[config.mk]
export PLATFORM = sky130hd
export DESIGN_NAME = seq_divider_flat
export DESIGN_NICKNAME = d
export VERILOG_FILES = /design/src/rtl/seq_divider_if.sv /design/src/rtl/seq_divider.sv /design/src/flat_wrapper.sv
export SDC_FILE = /design/constraint.sdc
export NUM_CORES = 1
export LEC_CHECK = 0
export BUFFER_PORTS_ARGS = -buffer_cell sky130_fd_sc_hd__buf_2
export CAP_MARGIN = 20
export CORE_MARGIN = 2
export CORE_UTILIZATION = 50
export CTS_CLUSTER_SIZE = 16
export DETAILED_ROUTE_END_ITERATION = 12
export PLACE_DENSITY = 0.77
export SYNTH_ARGS = -nofsm -noshare
export SYNTH_HDL_FRONTEND = slang
export SYNTH_SLANG_ARGS = --single-unit
[constraint.sdc]
create_clock -name clk -period 5.8 [get_ports clk]
set_input_delay 0 -clock clk [delete_from_list [all_inputs] [get_ports clk]]
set_output_delay 0 -clock clk [all_outputs]
set_load 0.05 [all_outputs]
[src/rtl/seq_divider_if.sv]
// Handshake and result bundle between the EX-stage control and the sequential divider.
// The master drives the request and operands; the slave returns status and results.
interface seq_divider_if #(
    parameter int WIDTH = 32
);
    logic             start;
    logic             is_signed;
    logic [WIDTH-1:0] dividend;
    logic [WIDTH-1:0] divisor;
    logic             busy;
    logic             done;
    logic [WIDTH-1:0] quotient;
    logic [WIDTH-1:0] remainder;
    logic             div_by_zero;

    modport master (
        output start, is_signed, dividend, divisor,
        input  busy, done, quotient, remainder, div_by_zero
    );

    modport slave (
        input  start, is_signed, dividend, divisor,
        output busy, done, quotient, remainder, div_by_zero
    );
endinterface

[src/rtl/seq_divider.sv]
// Restoring shift-subtract divider, one quotient bit per clock, for MIPS div/divu.
// Operates on magnitudes and applies the quotient/remainder signs in a final FIX cycle.
module seq_divider #(
    parameter int WIDTH = 32
) (
    input logic         clk,
    input logic         reset,
    seq_divider_if.slave bus
);
    localparam int CNT_W = $clog2(WIDTH) + 1;
    localparam logic [CNT_W-1:0] LAST = CNT_W'(WIDTH - 1);

    typedef enum logic [1:0] {
        IDLE,
        RUN,
        FIX,
        DONE
    } state_t;

    state_t state, next_state;
    logic   accept;

    logic [WIDTH-1:0] rem_r;
    logic [WIDTH-1:0] quo_r;
    logic [WIDTH-1:0] div_mag;
    logic [WIDTH-1:0] dividend_raw;
    logic             sign_q;
    logic             sign_r;
    logic             zero_div;
    logic [CNT_W-1:0] cnt;

    logic [WIDTH-1:0] quotient_r;
    logic [WIDTH-1:0] remainder_r;
    logic             div_by_zero_r;

    logic             a_neg;
    logic             b_neg;
    logic [WIDTH-1:0] a_mag;
    logic [WIDTH-1:0] b_mag;
    logic [WIDTH:0]   rem_shift;
    logic [WIDTH:0]   trial;
    logic [WIDTH-1:0] q_fix;
    logic [WIDTH-1:0] r_fix;

    always_comb begin
        next_state = state;
        accept     = 1'b0;
        case (state)
            IDLE: begin
                if (bus.start) begin
                    accept     = 1'b1;
                    next_state = RUN;
                end
            end
            RUN: begin
                if (cnt == LAST) begin
                    next_state = FIX;
                end
            end
            FIX: next_state = DONE;
            DONE: begin
                if (bus.start) begin
                    accept     = 1'b1;
                    next_state = RUN;
                end else begin
                    next_state = IDLE;
                end
            end
            default: next_state = IDLE;
        endcase
    end

    always_ff @(posedge clk) begin
        if (reset) begin
            state <= IDLE;
        end else begin
            state <= next_state;
        end
    end

    always_comb begin
        a_neg = bus.is_signed & bus.dividend[WIDTH-1];
        b_neg = bus.is_signed & bus.divisor[WIDTH-1];
        a_mag = a_neg ? -bus.dividend : bus.dividend;
        b_mag = b_neg ? -bus.divisor : bus.divisor;
        // The partial remainder stays below the divisor, so WIDTH bits of storage suffice;
        // only the shifted value needs the extra bit for the trial subtraction.
        rem_shift = {rem_r, quo_r[WIDTH-1]};
        trial     = rem_shift - {1'b0, div_mag};
        q_fix     = sign_q ? -quo_r : quo_r;
        r_fix     = sign_r ? -rem_r : rem_r;
    end

    always_ff @(posedge clk) begin
        if (reset) begin
            rem_r         <= '0;
            quo_r         <= '0;
            div_mag       <= '0;
            dividend_raw  <= '0;
            sign_q        <= 1'b0;
            sign_r        <= 1'b0;
            zero_div      <= 1'b0;
            cnt           <= '0;
            quotient_r    <= '0;
            remainder_r   <= '0;
            div_by_zero_r <= 1'b0;
        end else begin
            if (accept) begin
                rem_r        <= '0;
                quo_r        <= a_mag;
                div_mag      <= b_mag;
                dividend_raw <= bus.dividend;
                sign_q       <= a_neg ^ b_neg;
                sign_r       <= a_neg;
                zero_div     <= (bus.divisor == '0);
                cnt          <= '0;
            end else if (state == RUN) begin
                if (!trial[WIDTH]) begin
                    rem_r <= trial[WIDTH-1:0];
                    quo_r <= {quo_r[WIDTH-2:0], 1'b1};
                end else begin
                    rem_r <= rem_shift[WIDTH-1:0];
                    quo_r <= {quo_r[WIDTH-2:0], 1'b0};
                end
                cnt <= cnt + 1'b1;
            end

            if (state == FIX) begin
                if (zero_div) begin
                    quotient_r  <= '1;
                    remainder_r <= dividend_raw;
                end else begin
                    quotient_r  <= q_fix;
                    remainder_r <= r_fix;
                end
                div_by_zero_r <= zero_div;
            end
        end
    end

    assign bus.busy        = (state == RUN) || (state == FIX);
    assign bus.done        = (state == DONE);
    assign bus.quotient    = quotient_r;
    assign bus.remainder   = remainder_r;
    assign bus.div_by_zero = div_by_zero_r;
endmodule
[src/flat_wrapper.sv]
// flat-port wrapper written by rule: the top's interface ports become plain ports
module seq_divider_flat 
#(
    parameter int WIDTH = 32
)
  (clk, reset, bus_start, bus_is_signed, bus_dividend, bus_divisor, bus_busy, bus_done, bus_quotient, bus_remainder, bus_div_by_zero);
  seq_divider_if #(.WIDTH(WIDTH)) bus_i ();
  input logic clk;
  input logic reset;
  input wire logic [$bits(bus_i.start)-1:0] bus_start;
  input wire logic [$bits(bus_i.is_signed)-1:0] bus_is_signed;
  input wire logic [$bits(bus_i.dividend)-1:0] bus_dividend;
  input wire logic [$bits(bus_i.divisor)-1:0] bus_divisor;
  output wire logic [$bits(bus_i.busy)-1:0] bus_busy;
  output wire logic [$bits(bus_i.done)-1:0] bus_done;
  output wire logic [$bits(bus_i.quotient)-1:0] bus_quotient;
  output wire logic [$bits(bus_i.remainder)-1:0] bus_remainder;
  output wire logic [$bits(bus_i.div_by_zero)-1:0] bus_div_by_zero;
  assign bus_i.start = bus_start;
  assign bus_i.is_signed = bus_is_signed;
  assign bus_i.dividend = bus_dividend;
  assign bus_i.divisor = bus_divisor;
  assign bus_busy = bus_i.busy;
  assign bus_done = bus_i.done;
  assign bus_quotient = bus_i.quotient;
  assign bus_remainder = bus_i.remainder;
  assign bus_div_by_zero = bus_i.div_by_zero;
  seq_divider #(.WIDTH(WIDTH)) u_core (.clk(clk), .reset(reset), .bus(bus_i));
endmodule
## After elaboration in Yosys (flattened, before gate mapping)

Cells that the tools add are included.

- Flip-flop bits (word level): 204
- Bits in latches: 0
- Bits in writable memories: 0
- ROM bits: 0
- Input port bits: 68
- Output and inout bits: 67
- Word-level logic and storage cells: 50
- Memories: 0

- $add $sub $neg: 6
- Multiply operators: 0
- Divide/modulo/power cells: 0
- Order comparisons: 0
- Equality and inequality tests: 6
- Shifts and indexed selects: 0
- Multiplexer cells: 16
- Bitwise gates (word level): 3
- Reductions and logical operators: 7

Operators by type and width:

| cell | count |
|---|---|
| 32-bit 2-to-1 mux | 9 |
| 32-bit negator | 4 |
| 33-bit by 32-bit subtractor with 33-bit output | 1 |
| 32-bit zero test | 1 |
| 2-bit one-hot mux with 4 select lines | 1 |
| 6-bit by 1-bit adder with 6-bit output, second input constant | 1 |
| 6-bit by 5-bit == test with 1-bit output, second input constant | 1 |
| 2-bit == test, second input constant | 2 |
| 1-bit 2-to-1 mux | 4 |
| 2-bit 2-to-1 mux | 2 |
| 2-bit OR reduction | 2 |
| 1-bit bitwise AND | 2 |
| 2-bit by 1-bit == test with 1-bit output, second input constant | 1 |
| 2-bit zero test | 1 |
| 2-bit by 1-bit != test with 1-bit output, second input constant | 1 |
| 2-bit != test, second input constant | 1 |
| 2-bit AND reduction | 1 |
| 2-bit nonzero test | 1 |
| 1-bit logical OR | 1 |
| 1-bit XOR | 1 |

## Longest topological paths before layout

- Depth after elaboration: 4
- Mapped depth: 14
- Mapped depth without buffers: 13

## Worst setup path before layout

No wires, ideal clock.

- Path kind: register to register
- Start: register u_core.quo_r[31]
- End: register u_core.rem_r[11]
- Setup time: 0.132 ns
- Data arrival time: 2.902 ns
- Required time: 5.668 ns
- Setup slack: 2.766 ns
- Cell stages (with the launch flop): 15
- Path buffers: 1
- Period minus slack after synthesis: 3.034 ns
- Cell sequence: dfxtp_1 -> inv_1 -> ha_1 -> fa_1 -> nor2b_1 -> o2111ai_1 -> a31oi_1 -> o21ai_1 -> a21oi_2 -> a2111o_1 -> nand2_2 -> xnor2_4 -> buf_4 -> mux2i_1 -> a21oi_1

- Cells in the longest elaborated chain, start to end: 2

Ends and longest elaborated chain:

| what | line | source |
|---|---|---|
| start, declared | seq_divider.sv:24 | `logic [WIDTH-1:0] quo_r;` |
| start signal, assigned | seq_divider.sv:110 | `quo_r <= a_mag;` |
| start signal, assigned | seq_divider.sv:120 | `quo_r <= {quo_r[WIDTH-2:0], 1'b1};` |
| start signal, assigned | seq_divider.sv:123 | `quo_r <= {quo_r[WIDTH-2:0], 1'b0};` |
| 33-bit by 32-bit subtractor with 33-bit output | seq_divider.sv:89 | `trial = rem_shift - {1'b0, div_mag};` |
| 32-bit 2-to-1 mux | seq_divider.sv:118 | `if (!trial[WIDTH]) begin` |
| end signal, assigned | seq_divider.sv:119 | `rem_r <= trial[WIDTH-1:0];` |
| end signal, assigned | seq_divider.sv:122 | `rem_r <= rem_shift[WIDTH-1:0];` |
| end, declared | seq_divider.sv:23 | `logic [WIDTH-1:0] rem_r;` |

Every way passes these cells.
A chain may end at the register's enable or synchronous reset.

## Final worst setup path

- Start: register u_core.quo_r[31]
- End: register u_core.quo_r[0]

- Cells in the longest elaborated chain, start to end: 4

Ends and longest elaborated chain:

| what | line | source |
|---|---|---|
| 33-bit by 32-bit subtractor with 33-bit output | seq_divider.sv:89 |  |
| 1-bit 2-to-1 mux | seq_divider.sv:118 |  |
| 32-bit 2-to-1 mux | seq_divider.sv:117 | `end else if (state == RUN) begin` |
| 32-bit 2-to-1 mux | seq_divider.sv:108 | `if (accept) begin` |

Every way passes these cells. The select of a mux whose other input is x is not followed.

==> qor.json <==
{
  "run_status": {"value": "finished, final reports clean"},
  "timing.critical_path.from_type": {"value": "register"},
  "reg2reg_depth": {"value": 14},
  "die_h": {"value": 161, "unit": "um"},
  "synth_enable_flop_cells": {"value": 0},
  "syn_avg_cell_area": {"value": 7.98, "unit": "um^2"},
  "grt_start_max_net_pins": {"value": 101},
  "finalHoldViolCount": {"value": 0},
  "postCtsSetupBuffers": {"value": 0},
  "via_count": {"value": 11404},
  "total_leakage_power": {"value": 5.73, "unit": "nW"},
  "finalWorstSetupSlack": {"value": 1880, "unit": "ps"},
  "finalSetupTns": {"value": 0, "unit": "ps"},
  "postLayoutCellArea": {"value": 14800, "unit": "um^2"},
  "grt_setup_unrepaired": {"value": "no"},
  "max_slew_margin_vs_limit": {"value": 0.298},
  "synth_warnings": {"value": 0},
  "n_antenna_cell": {"value": 0},
  "placed_cell_area": {"value": 13200, "unit": "um^2"},
  "cellPowerDensity": {"value": 606, "unit": "nW/um^2"},
  "core_region_area": {"value": 24300, "unit": "um^2"},
  "min-delay-start": {"value": "reset"},
  "detailedPlacementHpwl": {"value": 22000, "unit": "um"},
  "cp_data_required_time": {"value": 6200, "unit": "ps"},
  "r2r_path_start": {"value": "u_core.quo_r[31]"},
  "finalHoldWorstSlack": {"value": 24.8, "unit": "ps"},
  "initial_antenna_violation_count": {"value": 0},
  "place_ws": {"value": 1960, "unit": "ps"},
  "mostFrequentLayoutCell": {"value": "sky130_fd_sc_hd__dfxtp_1"},
  "route.detailed.drc": {"value": 0},
  "synthesis.nets": {"value": 1660},
  "drive_gt1_frac": {"value": 0.122},
  "gp_routability_congestion": {"value": 0.871},
  "synthCells": {"value": 1549},
  "stdcell_count": {"value": 2039},
  "floorplan.initialDensity": {"value": 0.508},
  "timing.setup.critical_path_class": {"value": "reg -> reg"},
  "finalSetupViolCount": {"value": 0},
  "fmax": {"value": 255, "unit": "MHz"},
  "die_x": {"value": 161, "unit": "um"},
  "insertion_delay": {"value": 520, "unit": "ps"},
  "max_cap_violations": {"value": 0},
  "hold_path_end": {"value": "u_core.bus.remainder[19]"},
  "viasPerCell": {"value": 5.59},
  "cp_slowest_cell": {"value": "sky130_fd_sc_hd__xnor2_4"},
  "route.detailed.wl_per_inst": {"value": 15.4, "unit": "um"},
  "drt-pass1-iter-count": {"value": 5},
  "worst_slew_pin_slew": {"value": 1050, "unit": "ps"},
  "r2r-end": {"value": "u_core.quo_r[0]"},
  "async_flop_share": {"value": 0},
  "cts-root-buf": {"value": "sky130_fd_sc_hd__clkbuf_16"},
  "nNetsFinal": {"value": 1808},
  "cp_cell_sequence": {"value": "inv_1 -> ha_1 -> fa_1 -> nor2b_1 -> o2111ai_1 -> a31oi_1 -> o21ai_1 -> a21oi_2 -> a2111o_1 -> nand2_2 -> xnor2_4 -> buf_4 -> nand2_1 -> a221oi_1"},
  "ctsHtreeMaxLevel": {"value": 1},
  "endpoint_kind": {"value": "register"},
  "critical_path.max_fanout": {"value": 23},
  "timing.hold.worst.class": {"value": "in -> reg"},
  "regToRegSetupSlack": {"value": 1880, "unit": "ps"},
  "ys_ff_latch": {"value": 204},
  "clk_path_buf_depth": {"value": 3},
  "mostFrequentLayoutCells": {"value": "sky130_fd_sc_hd__dfxtp_1, sky130_fd_sc_hd__nor2_1, sky130_fd_sc_hd__nand2_1, sky130_fd_sc_hd__buf_2, sky130_fd_sc_hd__a21oi_1"},
  "clock_skew": {"value": 8.28, "unit": "ps"},
  "tritoncts_clock_tree": {"value": "done"},
  "ir_drop": {"value": 0.337, "unit": "mV"},
  "hold_depth": {"value": 2},
  "drt_initial_violations": {"value": 903},
  "synth_flop_cell": {"value": "sky130_fd_sc_hd__dfxtp_1"},
  "yosys.cell_types.count": {"value": 69},
  "utilization": {"value": 0.609},
  "critPathArrivalTime": {"value": 4320, "unit": "ps"},
  "antenna_left": {"value": 0},
  "period_needed": {"value": 3920, "unit": "ps"},
  "synthesized_area": {"value": 12400, "unit": "um^2"},
  "finalMaxSlewViolations": {"value": 0},
  "io-pin-count": {"value": 135},
  "grt_first_pass_wirelength": {"value": 51200, "unit": "um"},
  "floorplan.rows": {"value": 57},
  "timing.final.crit_share": {"value": 0.675},
  "first_global_vias": {"value": 10614},
  "timing.critical_path.slowest_cell_delay": {"value": 510, "unit": "ps"},
  "gr-total-overflow": {"value": 0},
  "ys_seq_area_frac": {"value": 0.330},
  "cts_resized": {"value": 0},
  "wirelength": {"value": 31300, "unit": "um"},
  "cts_made_buffers": {"value": 24},
  "dp_cells": {"value": 1916},
  "worstSetupStartpoint": {"value": "u_core.quo_r[31]"},
  "grt_util_all_layers": {"value": 0.232},
  "layout.filler_cells": {"value": 2087},
  "report.power.total": {"value": 8.97, "unit": "mW"},
  "synthToLayoutAreaGrowth": {"value": 19.8, "unit": "%"},
  "placement.io_buffers": {"value": 134},
  "worst_setup_hold_path_clk_slew": {"value": 60, "unit": "ps"},
  "tritoncts_num_sinks": {"value": 204},
  "design.die.area": {"value": 26000, "unit": "um^2"}
}
routing by layer:
| layer | up-vias | GRT usage | part of all wire |
|---|---|---|---|
| met5 | - | 0 | 0 |
| met4 | 0 | 0.0678 | 0.023 |
| met3 | 46 | 0.0282 | 0.048 |
| met2 | 301 | 0.389 | 0.45 |
| met1 | 5281 | 0.315 | 0.48 |
| li1 | 5776 | - | - |
flip-flops by register name, summed over array words and instances (netlist names):
name,flops
u_core.dividend_raw,32
u_core.quo_r,32
u_core.bus.quotient,32
u_core.cnt,6
u_core.zero_div,1
u_core.bus.remainder,32
u_core.bus.div_by_zero,1
u_core.rem_r,32
u_core.div_mag,32
u_core.state,2
u_core.sign_r,1
u_core.sign_q,1
worst max-delay path: cells and delay by family, from the launching register on:
family	cells	cell delay (ps)
buffers and inverters	2	520
XOR/XNOR	1	510
AO/OA/AOI/OAI	6	1390
AND/OR/NAND/NOR	3	390
adder cells (fa/ha/maj)	2	630
flip-flops	1	360
cells in the mapped netlist, types with 4 or more instances:
| cell type | number | area (um^2) |
|---|---|---|
| sky130_fd_sc_hd__and3_1 | 6 | 37.5 |
| sky130_fd_sc_hd__nor2b_1 | 11 | 68.8 |
| sky130_fd_sc_hd__o22ai_1 | 4 | 25.0 |
| sky130_fd_sc_hd__o21ai_0 | 106 | 531 |
| sky130_fd_sc_hd__nand4_1 | 4 | 25.0 |
| sky130_fd_sc_hd__a31oi_1 | 8 | 50.1 |
| sky130_fd_sc_hd__o31ai_1 | 31 | 233 |
| sky130_fd_sc_hd__nand3b_1 | 4 | 30.0 |
| sky130_fd_sc_hd__xor2_1 | 95 | 832 |
| sky130_fd_sc_hd__nand2b_1 | 16 | 100 |
| sky130_fd_sc_hd__buf_1 | 9 | 33.8 |
| sky130_fd_sc_hd__a21o_1 | 8 | 60.1 |
| sky130_fd_sc_hd__nor2_1 | 184 | 691 |
| sky130_fd_sc_hd__xnor2_1 | 51 | 447 |
| sky130_fd_sc_hd__clkbuf_1 | 88 | 330 |
| sky130_fd_sc_hd__or4_1 | 10 | 75.1 |
| sky130_fd_sc_hd__mux2i_1 | 84 | 841 |
| sky130_fd_sc_hd__ha_1 | 42 | 526 |
| sky130_fd_sc_hd__a211oi_1 | 97 | 728 |
| sky130_fd_sc_hd__a221oi_1 | 4 | 35.0 |
| sky130_fd_sc_hd__o41ai_1 | 12 | 105 |
| sky130_fd_sc_hd__a311oi_1 | 6 | 52.6 |
| sky130_fd_sc_hd__nand2_1 | 162 | 608 |
| sky130_fd_sc_hd__or3_1 | 18 | 113 |
| sky130_fd_sc_hd__nor3_1 | 17 | 85.1 |
| sky130_fd_sc_hd__o21a_1 | 8 | 60.1 |
| sky130_fd_sc_hd__nand3_1 | 23 | 115 |
| sky130_fd_sc_hd__inv_1 | 53 | 199 |
| sky130_fd_sc_hd__nand4b_1 | 6 | 52.6 |
| sky130_fd_sc_hd__dfxtp_1 | 204 | 4080 |
| sky130_fd_sc_hd__nor4_1 | 8 | 50.1 |
| sky130_fd_sc_hd__a21oi_1 | 110 | 551 |
cells by family (layout without fill, tap and decap cells):
| group | Yosys count | after routing | share of synthesized area |
|---|---|---|---|
| buf+inv | 154 | 320 | 0.0478 |
| xor+xnor | 147 | 147 | 0.106 |
| mux | 84 | 84 | 0.0680 |
| simple gates | 495 | 495 | 0.186 |
| compound gates | 422 | 422 | 0.219 |
| fa+ha+maj | 43 | 43 | 0.0441 |
| flops | 204 | 204 | 0.330 |
final cells by class:
class / instances / area (um^2) / area share
multi-input cells: 1191 / 7720 / 0.521
inverters: 53 / 199 / 0.0134
clock inverters: 7 / 116 / 0.00786
repair buffers: 223 / 1540 / 0.104
well taps: 324 / 405 / 0.0274
clock buffers: 37 / 741 / 0.0500
flip-flops and latches: 204 / 4090 / 0.276
power by group:
group | total [mW] | internal [mW] | switching, mW
Sequential | 2.30 | 1.83 | 0.469
Clock | 1.60 | 1.01 | 0.589
Combinational | 5.07 | 2.00 | 3.06
how the worst max path moves through the flow:
stage	slack, ps	cells after the start	to
global placement	2080	14	u_core.rem_r[6]
floorplan	2770	14	u_core.rem_r[11]
global route	1600	14	u_core.rem_r[12]
finish	1880	14	u_core.quo_r[0]
CTS	1930	14	u_core.quo_r[0]
detailed placement	1960	14	u_core.quo_r[0]
timing repair:
item | CTS | global route
setup endpoints to repair | 0 | 0
endpoints found under the hold margin | 99 | 0
hold buffers | 79 | 0
Note: power is estimated with default switching activity, not from simulation.
